--- config.mk ---
export PLATFORM = sky130hd
export DESIGN_NAME = apb_master
export DESIGN_NICKNAME = d
export VERILOG_FILES = /design/src/rtl/apb_master.sv
export SDC_FILE = /design/constraint.sdc
export NUM_CORES = 1
export LEC_CHECK = 0
export BUFFER_PORTS_ARGS = -buffer_cell sky130_fd_sc_hd__buf_2
export CAP_MARGIN = 10
export CORE_AREA = 8 8 106 108
export DETAILED_ROUTE_END_ITERATION = 10
export DIE_AREA = 0 0 114 116
export PLACE_DENSITY = 0.77
export SETUP_SLACK_MARGIN = 0.4
export SYNTH_ARGS = -nofsm -noshare
export SYNTH_HDL_FRONTEND = slang
export SYNTH_SLANG_ARGS = --single-unit
--- constraint.sdc ---
create_clock -name PCLK -period 2 [get_ports PCLK]
set_clock_uncertainty 0.1 [all_clocks]
set_input_delay 0.4 -clock PCLK [delete_from_list [all_inputs] [get_ports PCLK]]
set_output_delay 0.4 -clock PCLK [all_outputs]
set_load 0.02 [all_outputs]
--- src/rtl/apb_master.sv ---
// apb_master: single-outstanding APB requester.
// Turns a valid/ready command into one APB SETUP/ACCESS transfer and reports
// completion with a one-cycle rsp_valid pulse. rsp_rdata/rsp_err hold until
// the next completion.
// Optional feature macro: APB_MASTER_TIMEOUT_EN. When it is defined, an ACCESS
// phase that waits TIMEOUT cycles with PREADY low is aborted with rsp_err=1.
module apb_master #(
    parameter int ADDR_W  = 32,
    parameter int DATA_W  = 32,
    parameter int TIMEOUT = 16
) (
    input  logic              PCLK,
    input  logic              PRESETn,
    input  logic              cmd_valid,
    output logic              cmd_ready,
    input  logic [ADDR_W-1:0] cmd_addr,
    input  logic              cmd_write,
    input  logic [DATA_W-1:0] cmd_wdata,
    output logic              rsp_valid,
    output logic [DATA_W-1:0] rsp_rdata,
    output logic              rsp_err,
    output logic [ADDR_W-1:0] PADDR,
    output logic              PSEL,
    output logic              PENABLE,
    output logic              PWRITE,
    output logic [DATA_W-1:0] PWDATA,
    input  logic [DATA_W-1:0] PRDATA,
    input  logic              PREADY,
    input  logic              PSLAVEERR
);

    typedef enum logic [1:0] {IDLE, SETUP, ACCESS} state_t;

    state_t              r_state;
    state_t              w_next;
    logic                w_accept;
    logic                w_done;
    logic                w_timeout;
    logic [ADDR_W-1:0]   r_paddr;
    logic                r_pwrite;
    logic [DATA_W-1:0]   r_pwdata;
    logic                r_rsp_valid;
    logic [DATA_W-1:0]   r_rsp_rdata;
    logic                r_rsp_err;

    // A zero timeout would abort every transfer on its first wait cycle.
    if (TIMEOUT < 1) begin : g_bad_timeout
        $error("apb_master: TIMEOUT must be at least 1");
    end

    assign w_accept = cmd_valid && (r_state == IDLE);
    assign w_done   = (r_state == ACCESS) && PREADY;

`ifdef APB_MASTER_TIMEOUT_EN
    localparam int CNT_W = $clog2(TIMEOUT + 1);
    logic [CNT_W-1:0] r_wait_cnt;

    // Fires on the edge that ends the TIMEOUT-th wait cycle of ACCESS.
    assign w_timeout = (r_state == ACCESS) && !PREADY &&
                       (r_wait_cnt == CNT_W'(TIMEOUT - 1));

    // Wait-state counter: cleared when a transfer enters SETUP.
    always_ff @(posedge PCLK or negedge PRESETn) begin
        if (!PRESETn)
            r_wait_cnt <= '0;
        else if (w_accept)
            r_wait_cnt <= '0;
        else if ((r_state == ACCESS) && !PREADY)
            r_wait_cnt <= r_wait_cnt + 1'b1;
    end
`else
    assign w_timeout = 1'b0;
`endif

    // State register; async reset makes PSEL/PENABLE drop immediately.
    always_ff @(posedge PCLK or negedge PRESETn) begin
        if (!PRESETn)
            r_state <= IDLE;
        else
            r_state <= w_next;
    end

    // Next state and APB phase outputs decoded from state.
    always_comb begin
        w_next    = r_state;
        cmd_ready = 1'b0;
        PSEL      = 1'b0;
        PENABLE   = 1'b0;
        case (r_state)
            IDLE: begin
                cmd_ready = 1'b1;
                if (cmd_valid)
                    w_next = SETUP;
            end
            SETUP: begin
                PSEL   = 1'b1;
                w_next = ACCESS;
            end
            ACCESS: begin
                PSEL    = 1'b1;
                PENABLE = 1'b1;
                if (w_done || w_timeout)
                    w_next = IDLE;
            end
            default: w_next = IDLE;
        endcase
    end

    // Capture the command on accept; held stable until the next accept.
    always_ff @(posedge PCLK or negedge PRESETn) begin
        if (!PRESETn) begin
            r_paddr  <= '0;
            r_pwrite <= 1'b0;
            r_pwdata <= '0;
        end else if (w_accept) begin
            r_paddr  <= cmd_addr;
            r_pwrite <= cmd_write;
            r_pwdata <= cmd_wdata;
        end
    end

    // Completion: pulse valid, latch data/error only on completion.
    always_ff @(posedge PCLK or negedge PRESETn) begin
        if (!PRESETn) begin
            r_rsp_valid <= 1'b0;
            r_rsp_rdata <= '0;
            r_rsp_err   <= 1'b0;
        end else begin
            r_rsp_valid <= w_done || w_timeout;
            if (w_done) begin
                r_rsp_rdata <= r_pwrite ? '0 : PRDATA;
                r_rsp_err   <= PSLAVEERR;
            end else if (w_timeout) begin
                r_rsp_rdata <= '0;
                r_rsp_err   <= 1'b1;
            end
        end
    end

    assign PADDR     = r_paddr;
    assign PWRITE    = r_pwrite;
    assign PWDATA    = r_pwdata;
    assign rsp_valid = r_rsp_valid;
    assign rsp_rdata = r_rsp_rdata;
    assign rsp_err   = r_rsp_err;

endmodule

After elaboration in Yosys (flattened, before gate mapping)
Index checks and enable logic that the tools add are counted.
{"block": "totals", "reg_bits": 101, "wordCells": 23}
{"block": "classes", "n_mux": 7, "reduce_logical": 5, "eq_ne": 4}
{"operator": "two-way mux 32 bit", "count": 1}
{"operator": "one-hot mux 2 bit (3 select lines)", "count": 1}
{"operator": "two-way mux 2 bit", "count": 2}
{"operator": "inequality test 2 bit (second input constant)", "count": 2}
{"operator": "two-way mux 1 bit", "count": 3}
{"operator": "equality test 2 x 1 -> 1 bit (second input constant)", "count": 1}
{"operator": "equality test 2 bit (second input constant)", "count": 1}
{"operator": "logical AND 1 bit", "count": 2}
{"operator": "zero test 2 bit", "count": 1}
{"operator": "AND reduction 2 bit", "count": 1}
{"operator": "OR reduction 2 bit", "count": 1}

Logic depth before layout (Yosys ltp)
Gate-level depths: netlist of the first run.
{"block": "logic_depth", "ltp_word": 4, "ltp_mapped": 7, "depth_no_buf": 5}

Worst setup path before layout of the first run
Ideal clock, no wire load.
{"block": "synth_path", "path_type": "flip-flop to flip-flop", "startpoint": "register r_state[0]", "endpoint": "register r_paddr[0] (netlist: PADDR[0])", "required_time_ns": 1.775, "stages_incl_launch_ff": 7, "path_slack_ns": 0.318, "setup_time_ns": 0.125, "path_buffers": 2, "t_arrival_ns": 1.457, "synth_period_minus_slack_ns": 1.682, "path_cell_list": "dfrtp_1 inv_1 ha_1 nand2_1 buf_6 buf_6 mux2_4"}
{"block": "synth_via", "elab_chain_cells": 2}
{"item": "start, declared", "line": "34", "text": "state_t r_state;"}
{"item": "start signal, assigned", "line": "80", "text": "r_state <= w_next;"}
{"item": "zero test 2 bit", "line": "51", "text": "assign w_accept = cmd_valid && (r_state == IDLE);"}
{"item": "logical AND 1 bit", "line": "51"}
{"item": "end signal, assigned", "line": "116", "text": "r_paddr <= cmd_addr;"}
{"item": "end, declared", "line": "39", "text": "logic [ADDR_W-1:0] r_paddr;"}
Every way passes these cells.
A chain may end at the register's enable or synchronous reset.

Final worst setup path of the first run
{"block": "layout_path", "startpoint": "register r_state[1]", "endpoint": "output port PSEL"}
{"block": "layout_via", "elab_chain_cells": 3, "word_cells_on_any_way": 4, "classes_between": "eq/ne: 2; mux: 1; reduce/logical: 1"}
{"item": "equality test 2 bit / equality test 2 x 1 -> 1 bit (equally long branches)", "line": "89", "text": "case (r_state)"}
{"item": "OR reduction 2 bit (no source line) (*)"}
{"item": "two-way mux 1 bit (*)", "line": "89"}
{"item": "end, declared", "line": "23", "text": "output logic PSEL,"}
Mark *: on every way between the ends. The rest lies on a longest branch, timed or not.

==> flow_summary_export.csv, run 1 <==
group,metric,value,unit
placement,place.gp.congestion,0.7673,
pwr,p_per_area,1693,nW/um^2
min_path,hold_class,"in -> reg",
cts,cts_made_buffers,9,
global_routing,grt_pass1_vias,3291,
critical_path,critPathArrivalTime,1.20,ns
global_routing,grt_max_degree,55,
pwr,seqPwrFrac,36.2,%
cts,clk_path_buf_depth,2,
global_routing,antenna_found_initial,0,
critical_path,cpPeakStageDelay,0.42,ns
critical_path,crit_path_start_kind,"flop",
pwr,leakage,3.073,nW
detailed_routing,drcViolationCount,0,
pwr,peakVddDrop,0.7439,mV
timing,post-route-min-period,1.697,ns
timing,final.setup.tns,0,ns
critical_path,crit_required,1.50,ns
flow_run,maxCapViolations,0,
detailed_routing,drt-initial-drc-count,93,
yosys,synth.area.top_cells,"dfrtp_1, mux2_4, nand2b_1, mux2_2, o21ai_0",
pwr,clkPwrFrac,13.8,%
detailed_routing,totalWireLength,11080,um
cts,cts_max_level,3,
global_routing,globalRouteTotalUtil,16.46,%
cts,cts_tree,"built",
yosys,synthFlopType,"dfrtp_1",
floorplan,core-area,9549,sq um
pwr,power_switching,3.767,mW
floorplan,die-height,116,um
timing,relSlewSlack,74.28,%
placement,dp_hpwl,8289,um
cts,worstSkewPairLatency,0.35,ns
floorplan,dieArea,13220,sq um
detailed_routing,firstDrtPassIters,4,
timing,finalCritPeriodShare,84.84,%
critical_path,critPathBufInv,2,
timing,max_freq,0.5894,GHz
critical_path,critPathCaptureType,"output port",
timing,drv_slew,0,
yosys,yosys.area.top_type_share,60.90,%
critical_path,cp_max_fo,3,
yosys,synth_edf_count,0,
detailed_routing,ant_nets,0,
layout,multiInputGateArea,1525,sq um
yosys,synth_warnings,0,
pwr,p_int,5.958,mW
cts,clock-sinks,101,
floorplan,io_pins,204,
layout,n_antenna_cell,0,
cts,cts-root-buf,"clkbuf_8",
layout,area_growth,38.44,%
timing,rsz0062_at_grt,"yes",
outcome,status,"completed",
critical_path,critPathTopFamily,"flip-flops",
yosys,yosysSeqAreaShare,60.90,%
critical_path,worstSetupPathType,"reg -> out",
yosys,syn_area,4150,sq um
timing,worst_slew_pin_slew,0.3844,ns
floorplan,die_w,114,um
floorplan,row_count,36,
cts,cts.reportedPaths.clkPinSlew,0.09,ns
global_routing,grt_pass1_wl,17020,um
pwr,p_sw_share,38.73,%
critical_path,path_cells,"inv_2 -> ha_4 -> buf_6",
layout,seq_area,2529,sq um
critical_path,cpMaxStageDelayCell,"dfrtp_1",
yosys,syn_avg_cell_area,14.12,sq um
pwr,p_comb_share,50.1,%
yosys,syn-num-nets,399,
detailed_routing,detail_route.wl_per_cell,17.10,um
floorplan,start_util,43.46,%
detailed_routing,viasPerCell,4.537,
yosys,synth_seq_cells,101,
global_routing,grt_overflow,0,
pwr,power.total,9.724,mW
yosys,yosys.cell_types.count,14,
layout,fillers,817,
detailed_routing,vias,2940,
yosys,async_flop_share,100.0,%
timing,finalSetupViolations,0,
placement,portBuffers,203,
yosys,yosysTopAreaCell,"dfrtp_1",
layout,drive_above_1_share,60.19,%
timing,holdWs,0.1782,ns
yosys,syn_inst,294,
layout,nets,615,
timing,final_hold_viol_count,0,
==> worst paths after layout <==
path | startpoint | end | slack [ns] | depth (start not counted)
hold / removal | cmd_write | PWRITE | 0.18 | 2
min in group asynchronous | PRESETn | rsp_rdata[4] | 0.38 | 2
max in group asynchronous | PRESETn | PADDR[17] | 0.77 | 3
setup / recovery | r_state[1] | PSEL | 0.30 | 3
hold reg to reg | rsp_rdata[24] | rsp_rdata[24] | 0.38 | 2
setup reg to reg | r_state[0] | rsp_rdata[26] | 0.40 | 6
==> Yosys cell counts (3+ instances only) <==
cell / n
o21ai_0: 33
buf_6: 6
mux2_2: 17
nand2_1: 34
nand2b_1: 32
ha_1: 3
mux2_4: 50
dfrtp_1: 101
buf_2: 6
inv_1: 4
clkbuf_1: 5
==> layout make-up <==
cell class / instances / share of cell area, %
flip-flops and latches: 101 / 44.01
clock inverters: 3 / 0.7404
inverters: 4 / 0.2613
repair buffers: 222 / 22.60
well taps: 133 / 2.896
clock buffers: 13 / 2.940
multi-input cells: 172 / 26.55
==> state kept, by name, indices dropped and copies added, names as in the netlist <==
signal / cells
r_state: 2
rsp_valid: 1
rsp_rdata: 32
PWDATA: 32
rsp_err: 1
PWRITE: 1
PADDR: 32
==> logic make-up (layout without fill, tap and decap cells) <==
family | after synthesis | count (layout) | synth area share, %
fa+ha+maj | 3 | 3 | 0.9045
compound gates | 35 | 35 | 4.281
flops | 101 | 101 | 60.90
buf+inv | 21 | 242 | 3.165
mux | 67 | 67 | 22.70
simple gates | 67 | 67 | 8.049
==> power groups by stage <==
stage	clock network [mW]	registers, mW	logic [mW]
detailed placement	0	3.54	4.60
global placement	0	3.47	4.50
global route	1.48	3.63	5.18
CTS	1.39	3.52	4.78
floorplan	0	4.62	1.96
finish	1.34	3.52	4.87
==> what timing repair did <==
| item | 4_1_cts | 5_1_grt |
|---|---|---|
| pin swaps | 0 | 2 |
| setup endpoints to repair | 81 | 59 |
| gates resized for setup | 13 | 1 |
| hold buffers | 1 | 0 |
| gates cloned | 1 | 2 |
| endpoints found under the hold margin | 20 | 0 |
| buffers inserted | 3 | 5 |
==> per-layer routing <==
metal	routed length, um	up-vias	GRT usage, %
li1	-	1409	-
met1	4443	1396	18.25
met2	5566	119	28.67
met3	853	16	4.846
met4	218	0	7.631
met5	0	-	0
==> per-stage QoR <==
stage | setup WS, ns | area [sq um] | cells | util, %
finish | 0.3032 | 5746 | 648 | 60.17
global route | 0.2440 | 5746 | 648 | 60.17
CTS | 0.2853 | 5650 | 641 | 59.17
detailed placement | 0.2890 | 5344 | 620 | 55.96
global placement | 0.3726 | 5344 | 620 | 55.96
floorplan | 0.4336 | 4163 | 294 | -
==> placed cells by master, fill, tap and decap left out, types with 3 or more instances in the layout <==
cell type / count
buf_2: 199
buf_6: 4
mux2_2: 17
nand2b_1: 32
mux2_4: 50
nand2_1: 32
clkbuf_8: 12
buf_4: 11
buf_12: 3
dfrtp_1: 100
o21ai_0: 33
Power figures use the tool's default switching activity.
==> run 2: changes to the inputs <==
==> constraint.sdc (replaced) <==
create_clock -name PCLK -period 1.8 [get_ports PCLK]
set_clock_uncertainty 0.1 [all_clocks]
set_input_delay 0.36 -clock PCLK [delete_from_list [all_inputs] [get_ports PCLK]]
set_output_delay 0.36 -clock PCLK [all_outputs]
set_load 0.02 [all_outputs]
==> run 2 against run 1 <==
Sequential share of layout area fell by 6.9 points. Power rose by 35%. Final area rose by 19%. Setup slack got worse by 0.18 ns. Via count rose by 12%. Largest cell class unchanged. Highest routed layer unchanged. First-iteration DRC count rose by 11%. Register-to-register slack got worse by 0.26 ns. Count of clock-buffer cells in the layout fell by 3. Core utilization rose by 11 points. Die area did not move. Clock power rose by 16%.
==> flow_summary_export.csv, run 2 (synthesis results as in run 1) <==
group,metric,value,unit
outcome,status,"completed",
cts,cts_tree,"built",
placement,dp_hpwl,8243,um
timing,finalSetupViolations,0,
timing,holdWs,0.1301,ns
floorplan,core-area,9549,sq um
timing,relSlewSlack,80.42,%
floorplan,dieArea,13220,sq um
detailed_routing,drcViolationCount,0,
timing,final_hold_viol_count,0,
cts,cts_made_buffers,9,
timing,worst_slew_pin_slew,0.2926,ns
layout,final_cell_mix,"buf_2, dfrtp_1, buf_6",
layout,area_growth,64.31,%
global_routing,grt_max_degree,51,
global_routing,met1_usage,19.01,%
cts,cts.reportedPaths.clkPinSlew,0.10,ns
floorplan,row_count,36,
global_routing,grtUsageMet3,7.139,%
floorplan,die-height,116,um
global_routing,globalRouteTotalUtil,17.48,%
detailed_routing,firstDrtPassIters,4,
critical_path,critPathArrivalTime,1.22,ns
timing,post-route-min-period,1.675,ns
layout,seq_area,2529,sq um
layout,nets,675,
global_routing,grt_busiest_layer,"met2",
min_path,hold_class,"in -> reg",
cts,clk_path_buf_depth,2,
detailed_routing,viasPerCell,4.656,
layout,multiInputGateArea,1528,sq um
critical_path,crit_path_start_kind,"flop",
cts,clock-sinks,101,
layout,fillers,695,
floorplan,io_pins,204,
cts,cts-root-buf,"clkbuf_8",
timing,drv_slew,0,
cts,cts_max_level,3,
critical_path,worstSetupPathType,"reg -> out",
global_routing,grt_pass1_vias,3452,
critical_path,critPathCaptureType,"output port",
layout,drive_above_1_share,64.57,%
global_routing,grt_overflow,0,
detailed_routing,detail_route.wl_per_cell,18.05,um
layout,n_antenna_cell,0,
critical_path,crit_required,1.34,ns
placement,portBuffers,203,
flow_run,maxCapViolations,0,
global_routing,grt_pass1_wl,17930,um
detailed_routing,totalWireLength,12740,um
timing,finalCritPeriodShare,93.06,%
critical_path,cp_max_fo,3,
floorplan,start_util,43.46,%
detailed_routing,ant_nets,0,
pwr,p_per_area,1930,nW/um^2
timing,max_freq,0.5970,GHz
floorplan,die_w,114,um
pwr,leakage,3.569,nW
detailed_routing,drt-initial-drc-count,103,
cts,worstSkewPairLatency,0.35,ns
timing,final.setup.tns,0,ns
placement,place.gp.congestion,0.7427,
global_routing,use_met2,30.48,%
layout,final_common_cell,"buf_2",
global_routing,antenna_found_initial,0,
timing,rsz0062_at_grt,"yes",
pwr,peakVddDrop,1.007,mV
detailed_routing,vias,3287,
layout,utilization,71.41,%
==> run 2: cell types whose count changed in the layout (fill, tap and decap cells not counted), sizes merged <==
cell      previous run  this run
clkinvlp             1         0
clkinv               1         2
clkbuf              15        11
buf                219       280
bufinv               1         2
==> run 2: area by class of cell <==
| type | instances | share of cell area, % |
|---|---|---|
| multi-input cells | 172 | 22.40 |
| inverters | 4 | 0.2202 |
| repair buffers | 282 | 34.75 |
| clock buffers | 10 | 2.018 |
| clock inverters | 4 | 1.083 |
| flip-flops and latches | 101 | 37.08 |
| well taps | 133 | 2.440 |
==> run 2: per-stage QoR <==
stage / setup slack, ns / total power, mW / std cells / instance area [sq um]
detailed placement: 0.2187 / 9.046 / 621 / 5366
CTS: 0.1163 / 11.44 / 655 / 6012
floorplan: 0.2918 / 7.359 / 294 / 4189
global placement: 0.2621 / 8.872 / 621 / 5366
finish: 0.1249 / 13.16 / 706 / 6819
global route: 0.05473 / 13.82 / 706 / 6819
==> run 2: per-layer routing <==
layer  routed length [um]  part of all wire [%]  vias to the layer above
met5                    0                     0                        -
met4                  183                   1.4                        0
met3                  922                   7.2                       16
met2                 6780                    53                      120
met1                 4856                    38                     1614
li1                     -                     -                     1537
==> run 2: worst max-delay path: stages (launching register included) <==
cell and delay, ns:
dfrtp_1 0.40, inv_2 0.09, ha_2 0.21, buf_4 0.15
==> run 2: power by group <==
group / internal, mW / switching, mW / total [mW]
combinational: 4.35 / 3.22 / 7.57
sequential: 3.31 / 0.737 / 4.05
clock: 0.807 / 0.742 / 1.55
==> run 2: repair_timing <==
item | 4_1_cts | 5_1_grt
resized for setup | 32 | 138
setup endpoints to repair | 107 | 189
hold endpoints to repair | 101 | 0
setup buffers | 11 | 50
cloned | 8 | 1
hold buffers | 1 | 0
pin swaps | 0 | 1
==> run 2: worst paths after layout <==
check / start / to / slack (ns) / cells past startpoint
min reg2reg: rsp_rdata[22] / rsp_rdata[22] / 0.39 / 2
min: cmd_wdata[1] / PWDATA[1] / 0.13 / 2
max reg2reg: r_state[1] / PADDR[3] / 0.14 / 6
max: r_state[0] / PENABLE / 0.12 / 3
min in group asynchronous: PRESETn / rsp_rdata[6] / 0.25 / 2
max in group asynchronous: PRESETn / rsp_rdata[22] / 0.88 / 3
